### config.mk
export PLATFORM = sky130hd
export DESIGN_NAME = freq_meter
export DESIGN_NICKNAME = d
export VERILOG_FILES = /design/src/rtl/freq_pkg.sv /design/src/rtl/sync_rise.sv /design/src/rtl/freq_meter.sv
export SDC_FILE = /design/constraint.sdc
export NUM_CORES = 1
export LEC_CHECK = 0
export ABC_AREA = 1
export CAP_MARGIN = 20
export CORE_ASPECT_RATIO = 1.2
export CORE_UTILIZATION = 52
export DETAILED_ROUTE_END_ITERATION = 7
export PLACE_DENSITY = 0.72
export SYNTH_ARGS = -nofsm -noshare
export SYNTH_HDL_FRONTEND = slang
export SYNTH_SLANG_ARGS = --single-unit
### constraint.sdc
create_clock -name CLK_in -period 1.56 [get_ports CLK_in]
set_clock_uncertainty 0.2 [all_clocks]
set_input_delay 0.312 -clock CLK_in [delete_from_list [all_inputs] [get_ports CLK_in]]
set_output_delay 0.312 -clock CLK_in [all_outputs]
set_load 0.005 [all_outputs]
### src/rtl/freq_pkg.sv
// Shared constants and types for the frequency meter: ratio codes, the
// divider periods they correspond to, and the measurement FSM states.
package freq_pkg;

  localparam logic [1:0] RATIO_OTHER = 2'd0;
  localparam logic [1:0] RATIO_2     = 2'd1;
  localparam logic [1:0] RATIO_10    = 2'd2;
  localparam logic [1:0] RATIO_100   = 2'd3;

  localparam logic [31:0] PERIOD_DIV2   = 32'd2;
  localparam logic [31:0] PERIOD_DIV10  = 32'd10;
  localparam logic [31:0] PERIOD_DIV100 = 32'd100;

  typedef enum logic {
    ACQUIRE = 1'b0,
    TRACK   = 1'b1
  } state_e;

  // Map a measured period onto the divider ratio it matches exactly.
  function automatic logic [1:0] classify_period(input logic [31:0] p);
    logic [1:0] r;
    case (p)
      PERIOD_DIV2:   r = RATIO_2;
      PERIOD_DIV10:  r = RATIO_10;
      PERIOD_DIV100: r = RATIO_100;
      default:       r = RATIO_OTHER;
    endcase
    return r;
  endfunction

endpackage

### src/rtl/sync_rise.sv
// Three-flop synchronizer for an asynchronous input followed by a
// rising-edge detector on the two settled stages.
module sync_rise (
  input  logic clk_i,
  input  logic rst_ni,
  input  logic sig_i,
  output logic rise_o
);

  logic s1_q, s2_q, s3_q;

  // Synchronizer chain; s3 only serves as the delayed copy for edge detection.
  always_ff @(posedge clk_i or negedge rst_ni) begin
    if (!rst_ni) begin
      s1_q <= 1'b0;
      s2_q <= 1'b0;
      s3_q <= 1'b0;
    end else begin
      s1_q <= sig_i;
      s2_q <= s1_q;
      s3_q <= s2_q;
    end
  end

  assign rise_o = s2_q & ~s3_q;

endmodule

### src/rtl/freq_meter.sv
// Measures the rising-to-rising period of a slow input in system clocks,
// classifies it against the divider ratios and reports lock / loss of signal.
module freq_meter
  import freq_pkg::*;
#(
  parameter int unsigned CNT_W      = 16,
  parameter int unsigned MAX_PERIOD = 1000,
  parameter int unsigned LOCK_N     = 4
) (
  input  logic             CLK_in,
  input  logic             RST_N,
  input  logic             sig_in,
  output logic [CNT_W-1:0] period,
  output logic             period_vld,
  output logic [1:0]       ratio,
  output logic             locked,
  output logic             timeout
);

  localparam int unsigned     MC_W      = (LOCK_N > 2) ? $clog2(LOCK_N) : 1;
  localparam logic [MC_W-1:0] MATCH_CAP = MC_W'(LOCK_N - 1);
  localparam logic [CNT_W-1:0] CNT_MAX  = CNT_W'(MAX_PERIOD);
  localparam logic [CNT_W-1:0] CNT_ONE  = CNT_W'(1);

  logic             rise_s;
  state_e           state_q;
  logic [CNT_W-1:0] cnt_q;
  logic [CNT_W-1:0] ref_q;
  logic [MC_W-1:0]  match_q, match_d;
  logic [CNT_W-1:0] period_q;
  logic             vld_q;
  logic [1:0]       ratio_q, ratio_d;
  logic             locked_q;
  logic             timeout_q;
  logic             at_max_s;

  sync_rise u_sync (
    .clk_i  (CLK_in),
    .rst_ni (RST_N),
    .sig_i  (sig_in),
    .rise_o (rise_s)
  );

  // Next match count and ratio code for the measurement that would complete now.
  always_comb begin
    at_max_s = (cnt_q == CNT_MAX);
    ratio_d  = classify_period(32'(cnt_q));
    if (cnt_q == ref_q) begin
      match_d = (match_q == MATCH_CAP) ? match_q : match_q + MC_W'(1);
    end else begin
      match_d = '0;
    end
  end

  // Measurement FSM; ref_q is cleared on timeout so the first period after
  // re-acquisition can never count as a match even though period_q holds.
  always_ff @(posedge CLK_in or negedge RST_N) begin
    if (!RST_N) begin
      state_q   <= ACQUIRE;
      cnt_q     <= '0;
      ref_q     <= '0;
      match_q   <= '0;
      period_q  <= '0;
      vld_q     <= 1'b0;
      ratio_q   <= RATIO_OTHER;
      locked_q  <= 1'b0;
      timeout_q <= 1'b0;
    end else begin
      vld_q <= 1'b0;
      case (state_q)
        ACQUIRE: begin
          if (rise_s) begin
            cnt_q   <= CNT_ONE;
            state_q <= TRACK;
          end else begin
            cnt_q <= '0;
          end
        end
        TRACK: begin
          if (rise_s) begin
            period_q  <= cnt_q;
            vld_q     <= 1'b1;
            ratio_q   <= ratio_d;
            timeout_q <= 1'b0;
            ref_q     <= cnt_q;
            match_q   <= match_d;
            locked_q  <= (match_d == MATCH_CAP);
            cnt_q     <= CNT_ONE;
          end else if (at_max_s) begin
            timeout_q <= 1'b1;
            locked_q  <= 1'b0;
            match_q   <= '0;
            ref_q     <= '0;
            cnt_q     <= '0;
            state_q   <= ACQUIRE;
          end else begin
            cnt_q <= cnt_q + CNT_ONE;
          end
        end
        default: begin
          cnt_q   <= '0;
          state_q <= ACQUIRE;
        end
      endcase
    end
  end

  assign period     = period_q;
  assign period_vld = vld_q;
  assign ratio      = ratio_q;
  assign locked     = locked_q;
  assign timeout    = timeout_q;

endmodule

# Word-level counts from Yosys, hierarchy flattened
# Index checks and enable logic that the tools add are counted.
# totals
reg_bits,59
inputBits,3
elab_cells,47
# classes
addsub,2
eq_ne,7
n_mux,20
bitwise_logic,3
n_reduce_logical,3
# ops
op,count
$mux W16,4
$pmux W16 S2,1
$add A16 B1 Y16 const B,1
$eq A16 B10 Y1 const B,1
$eq A16 B16 Y1,1
$eq A16 B2 Y1 const B,1
$eq A16 B4 Y1 const B,1
$eq A16 B7 Y1 const B,1
$mux W1,9
$mux W2,4
$pmux W2 S3,1
$eq A2 B2 Y1 const B,2
$reduce_and A2 Y1,2
$add A2 B1 Y2 const B,1
$not A1 Y1,2
$pmux W1 S2,1
$reduce_bool A2 Y1,1
$and A1 B1 Y1,1

# Longest topological paths before layout
# logic_depth
word_depth,5
mapped_depth,9

# Modules after synthesis
# From an unflattened synthesis, not the netlist that was laid out.
# unflattened
hier_cells,341
area_unflattened_um2,2895.3
# by_module_without_submodules
module,instances,cells_each,area_each_um2
freq_meter,1,336,2810.2
sync_rise,1,5,85.1

# Worst setup path before layout
# OpenSTA, ideal clock, no wires.
# synth_path
path_kind,register to register
from,reg cnt_q[1]
to,reg cnt_q[10]
t_arrival_ns,1.254
setup_slack_ns,-0.014
stages_incl_launch_ff,9
path_buffers,0
synth_period_minus_slack_ns,1.574
cell_sequence,dfrtp_1 -> ha_1 -> nand2_1 -> nor3_4 -> inv_2 -> nor2_1 -> inv_1 -> o21ai_0 -> nor2_1
# synth_between
elab_chain_len,4
# synth_rtl
item,line_no,rtl
from (decl),freq_meter.sv:27,logic [CNT_W-1:0] cnt_q;
from (signal assigned),freq_meter.sv:97,cnt_q <= cnt_q + CNT_ONE;
$add A16 B1 Y16 or $eq A16 B10 Y1 (tied branches),"freq_meter.sv:97, freq_meter.sv:46",
$mux W16 *,freq_meter.sv:89,end else if (at_max_s) begin
$mux W16 *,freq_meter.sv:80,if (rise_s) begin
$pmux W16 S2 *,freq_meter.sv:70,case (state_q)
# Mark *: on every way between the ends. The rest lies on a longest branch, timed or not.
# A chain may end at the register's enable or synchronous reset.

# Worst setup path in the final report
# layout_path
from,reg cnt_q[1]
to,reg ref_q[15]
# layout_between
elab_chain_len,3
# layout_rtl
item,line_no,rtl
$eq A16 B10 Y1,freq_meter.sv:46,at_max_s = (cnt_q == CNT_MAX);
$reduce_bool A2 Y1 (no source line),-,
$reduce_and A2 Y1 (no source line),-,
to (signal assigned),freq_meter.sv:85,ref_q <= cnt_q;
to (decl),freq_meter.sv:28,logic [CNT_W-1:0] ref_q;
# No other way between the ends.

==> results.txt <==
----------------------------------------------------
[STA]
  Number of hold-slack violations in the final timing report ... 0
  Setup slack after layout ... -0.0826 ns
  Normalized max-slew margin ... between 70% and 80%
  Period utilisation layout ... 105%
  Setup repair after global routing missed its margin ... true
  Final number of max-transition violations ... 0
  Setup TNS Final ... -1.77 ns
  Maximum clock frequency ... 609 MHz
  Tmin final ... roughly 1.6 ns
  Worst slew pin tran ... ~0.34 ns
  Final number of setup-violating endpoints ... 33

[Global route]
  Overflow after GRT ... 0
  Pin count of the biggest net entering global routing ... 60
  Total routing usage reported by global routing ... ~25%
  Number of antenna violations at the first check in global routing ... 0
  First-pass GRT wire length ... between 10 and 15 mm
  Vias in the first global route ... 2518

[Route]
  Uppermost signal routing layer after detailed routing ... met4
  Number of vias after detailed routing ... 2471
  Final routed wire length divided by cell count ... between 10 and 15 µm
  Initial detailed-routing violation count ... 121
  Routed Antenna Nets ... 0
  Met3 routed WL ... around 260 µm
  DRT Pass-1 Iters ... 4
  Metal2 WL ... ~3.2 mm
  Number of design rule violations left after detail routing ... 0
  Via-to-Cell Ratio ... about 5
  Met1 layer wirelength in the final routing ... a little under 3 mm
  Routed wire length ... between 6 and 7 mm

[Power]
  Power consumption ... between 3 and 4 mW
  Flop pwr share ... 47.0%
  Comb pwr share ... a little over a fifth
  Power density over the cells ... around 1100 nW/µm²
  Cell internal pwr ... roughly 2.7 mW
  Static Leak ... roughly 2.1 nW
  Maximum vdd ir drop ... roughly 0.00052 V
  Clock network power share ... 32.1%
  Net switching component of the power ... approximately 1.2 mW
  Switching share of total power ... 31.0%

[Logic synthesis]
  Synth Cell Area ... ~2900 µm²
  Post-Syn Area per Cell ... about 7.9 µm²
  Number of nets in the synthesized netlist ... about 370
  Gate count after technology mapping ... ~360
  Netlist cell types ... 27
  Library cell occupying the most area in the post-synthesis netlist ... sky130_fd_sc_hd__dfrtp_1
  Sequential area share after synthesis ... between 50% and 60%
  Register bit count reported by yosys ... 59
  Area share of the leading cell type in the synthesized netlist ... approximately 51%
  Cell types occupying the most area after synthesis ... sky130_fd_sc_hd__dfrtp_1 (51%), sky130_fd_sc_hd__nand2_1 (18%), sky130_fd_sc_hd__nor2_1 (5.4%), sky130_fd_sc_hd__inv_1 (5.0%), sky130_fd_sc_hd__nand3_1 (4.9%)
  Count of synthesis-stage warnings from yosys ... 0

[Floorplan]
  Count of boundary I/O pins ... 24
  Number of placement rows ... 29
  Initial cell density of the core ... between 50% and 60%
  Vertical die dimension ... approximately 83 µm
  Die Footprint ... approximately 5800 µm²
  Std-Cell Core Area ... ~5300 µm²
  Horizontal die dimension ... between 60 and 70 µm

[Worst setup path]
  Cell with the biggest individual delay on the critical path ... sky130_fd_sc_hd__dfrtp_1
  Cell family contributing the most delay on the critical path ... simple AND/OR/NAND/NOR gates
  Crit end category ... flip-flop
  Critical path start-end classification ... flip-flop to flip-flop
  Buffers & Inverters on Critical Path ... 2
  Crit path max fanout ... 20
  Crit path top cell by count ... sky130_fd_sc_hd__nand2_1
  Critical Path Max Stage Delay ... 0.41 ns
  Sort of element at the start of the critical path ... flip-flop
  Arrival time worst endpoint ... roughly 1.7 ns
  Data required, critical path ... approximately 1.6 ns
  CP Cell Sequence ... inv_1 > ha_2 > nand2_1 > nor2_2 > nand3_2 > buf_12 > nand3_1 > nand2_1

[CTS]
  Clock tree from TritonCTS ... built
  Clock insertion delay at the later pin of the skew report ... 0.35 ns
  TritonCTS buffer count ... 9
  Clock Pin Slew Worst Setup and Hold Paths ... 0.07 ns
  Clock Path Buffers ... 2
  # clock sinks ... 59
  CTS Root Cell ... sky130_fd_sc_hd__clkbuf_8
  Number of H-tree levels ... 3

[Layout]
  Final standard cell utilization of the core ... around 69%
  Share of layout cells above drive strength 1 ... 22.0%
  Leading cell types in the layout, fill and taps excluded ... sky130_fd_sc_hd__nand2_1 (131), sky130_fd_sc_hd__dfrtp_1 (58), sky130_fd_sc_hd__nor2_1 (34)
  Filler cell count in the final layout ... about 440
  Commonest non-fill, non-tap cell in the layout ... sky130_fd_sc_hd__nand2_1
  Count of nets after finishing ... around 430
  Syn-to-layout area delta ... 27.0%
  Diode insertion count for antenna repair ... 0

[Worst hold path]
  Worst hold-check path type ... flip-flop to flip-flop

[Flow run]
  Number of max-cap violations ... 0

[Placement]
  Routability-driven placement congestion ratio ... 0.931
  Detailed Place HPWL ... 4.45 mm
  Dpl ws ... -0.108 ns
  PortBufs ... 23

[Status]
  Outcome ... finished with violations
  Violations in the final reports ... setup timing

----------------------------------------------------
-- layer usage --
layer	vias up	track usage (%)
li1	1241	-
met1	1153	29.6
met2	56	41.5
met3	21	6.52
met4	0	12.0
met5	-	0
-- cell families after synthesis --
family	count (synthesis)	synth area share, %
buf+inv	52	8.22
compound gates	8	1.78
simple gates	233	34.9
xor+xnor	8	2.44
fa+ha+maj	3	1.31
flops	59	51.3
-- power groups by stage --
stage / logic [mW] / registers, mW / clock network, mW
detailed placement: 0.808 / 1.85 / 0
floorplan: 0.499 / 1.82 / 0
CTS: 0.798 / 1.82 / 1.27
global placement: 0.789 / 1.84 / 0
global route: 0.911 / 1.84 / 1.32
finish: 0.808 / 1.82 / 1.24
-- worst register-to-register path, cell delays in order, from the launching register on --
cell	delay (ns)
sky130_fd_sc_hd__dfrtp_1	0.41
sky130_fd_sc_hd__inv_1	0.09
sky130_fd_sc_hd__ha_2	0.17
sky130_fd_sc_hd__nand2_1	0.08
sky130_fd_sc_hd__nor2_2	0.15
sky130_fd_sc_hd__nand3_2	0.11
sky130_fd_sc_hd__buf_12	0.17
sky130_fd_sc_hd__nand3_1	0.09
sky130_fd_sc_hd__nand2_1	0.05
-- worst paths after layout --
check                           cells after the start          end   startpoint  slack (ns)
worst max-delay path                                8    ref_q[15]     cnt_q[1]       -0.08
worst min-delay path                                0  u_sync.s2_q  u_sync.s1_q        0.16
worst max register to register                      8    ref_q[15]     cnt_q[1]       -0.08
worst min register to register                      0  u_sync.s2_q  u_sync.s1_q        0.16
max in group asynchronous                           3    cnt_q[14]        RST_N        0.59
min in group asynchronous                           3     ref_q[1]        RST_N        0.30
-- what timing repair did --
action | CTS | global route
cloned | 1 | 0
resized for setup | 38 | 16
setup buffers | 6 | 2
endpoints found under the hold margin | 59 | 0
pin swaps | 3 | 3
hold buffers | 1 | 0
setup endpoints to repair | 56 | 48
-- layout make-up --
cell class | count | area (µm²) | share of cell area [%]
clock buffers | 10 | 138 | 3.77
clock inverters | 6 | 41.3 | 1.13
inverters | 40 | 150 | 4.11
multi-input cells | 252 | 1260 | 34.4
flip-flops and latches | 59 | 1480 | 40.5
well taps | 62 | 77.6 | 2.12
repair buffers | 60 | 512 | 14.0
-- sequential cells by signal (all words and copies together) (netlist names), 2 cells and up --
signal,flops
cnt_q,16
match_q,2
period,16
ratio,2
ref_q,16
-- cell usage after synthesis (all sizes together) --
| library cell | n |
|---|---|
| clkbuf | 2 |
| or2 | 1 |
| and3 | 1 |
| nand4 | 10 |
| nand3 | 30 |
| nor3 | 9 |
| ha | 3 |
| a21oi | 2 |
| xnor2 | 1 |
| xor2 | 7 |
| dfrtp | 59 |
| o21ai | 6 |
| nor2 | 43 |
| buf | 10 |
| nand2 | 139 |
| inv | 40 |
-- through the flow --
step	hold slack [ns]	instances	instance area, µm²
floorplan	-0.184	363	2880
global placement	0.134	465	3340
detailed placement	0.138	465	3340
CTS	0.154	487	3590
global route	0.170	489	3650
finish	0.156	489	3650
Note: power is estimated with default switching activity, not from simulation.
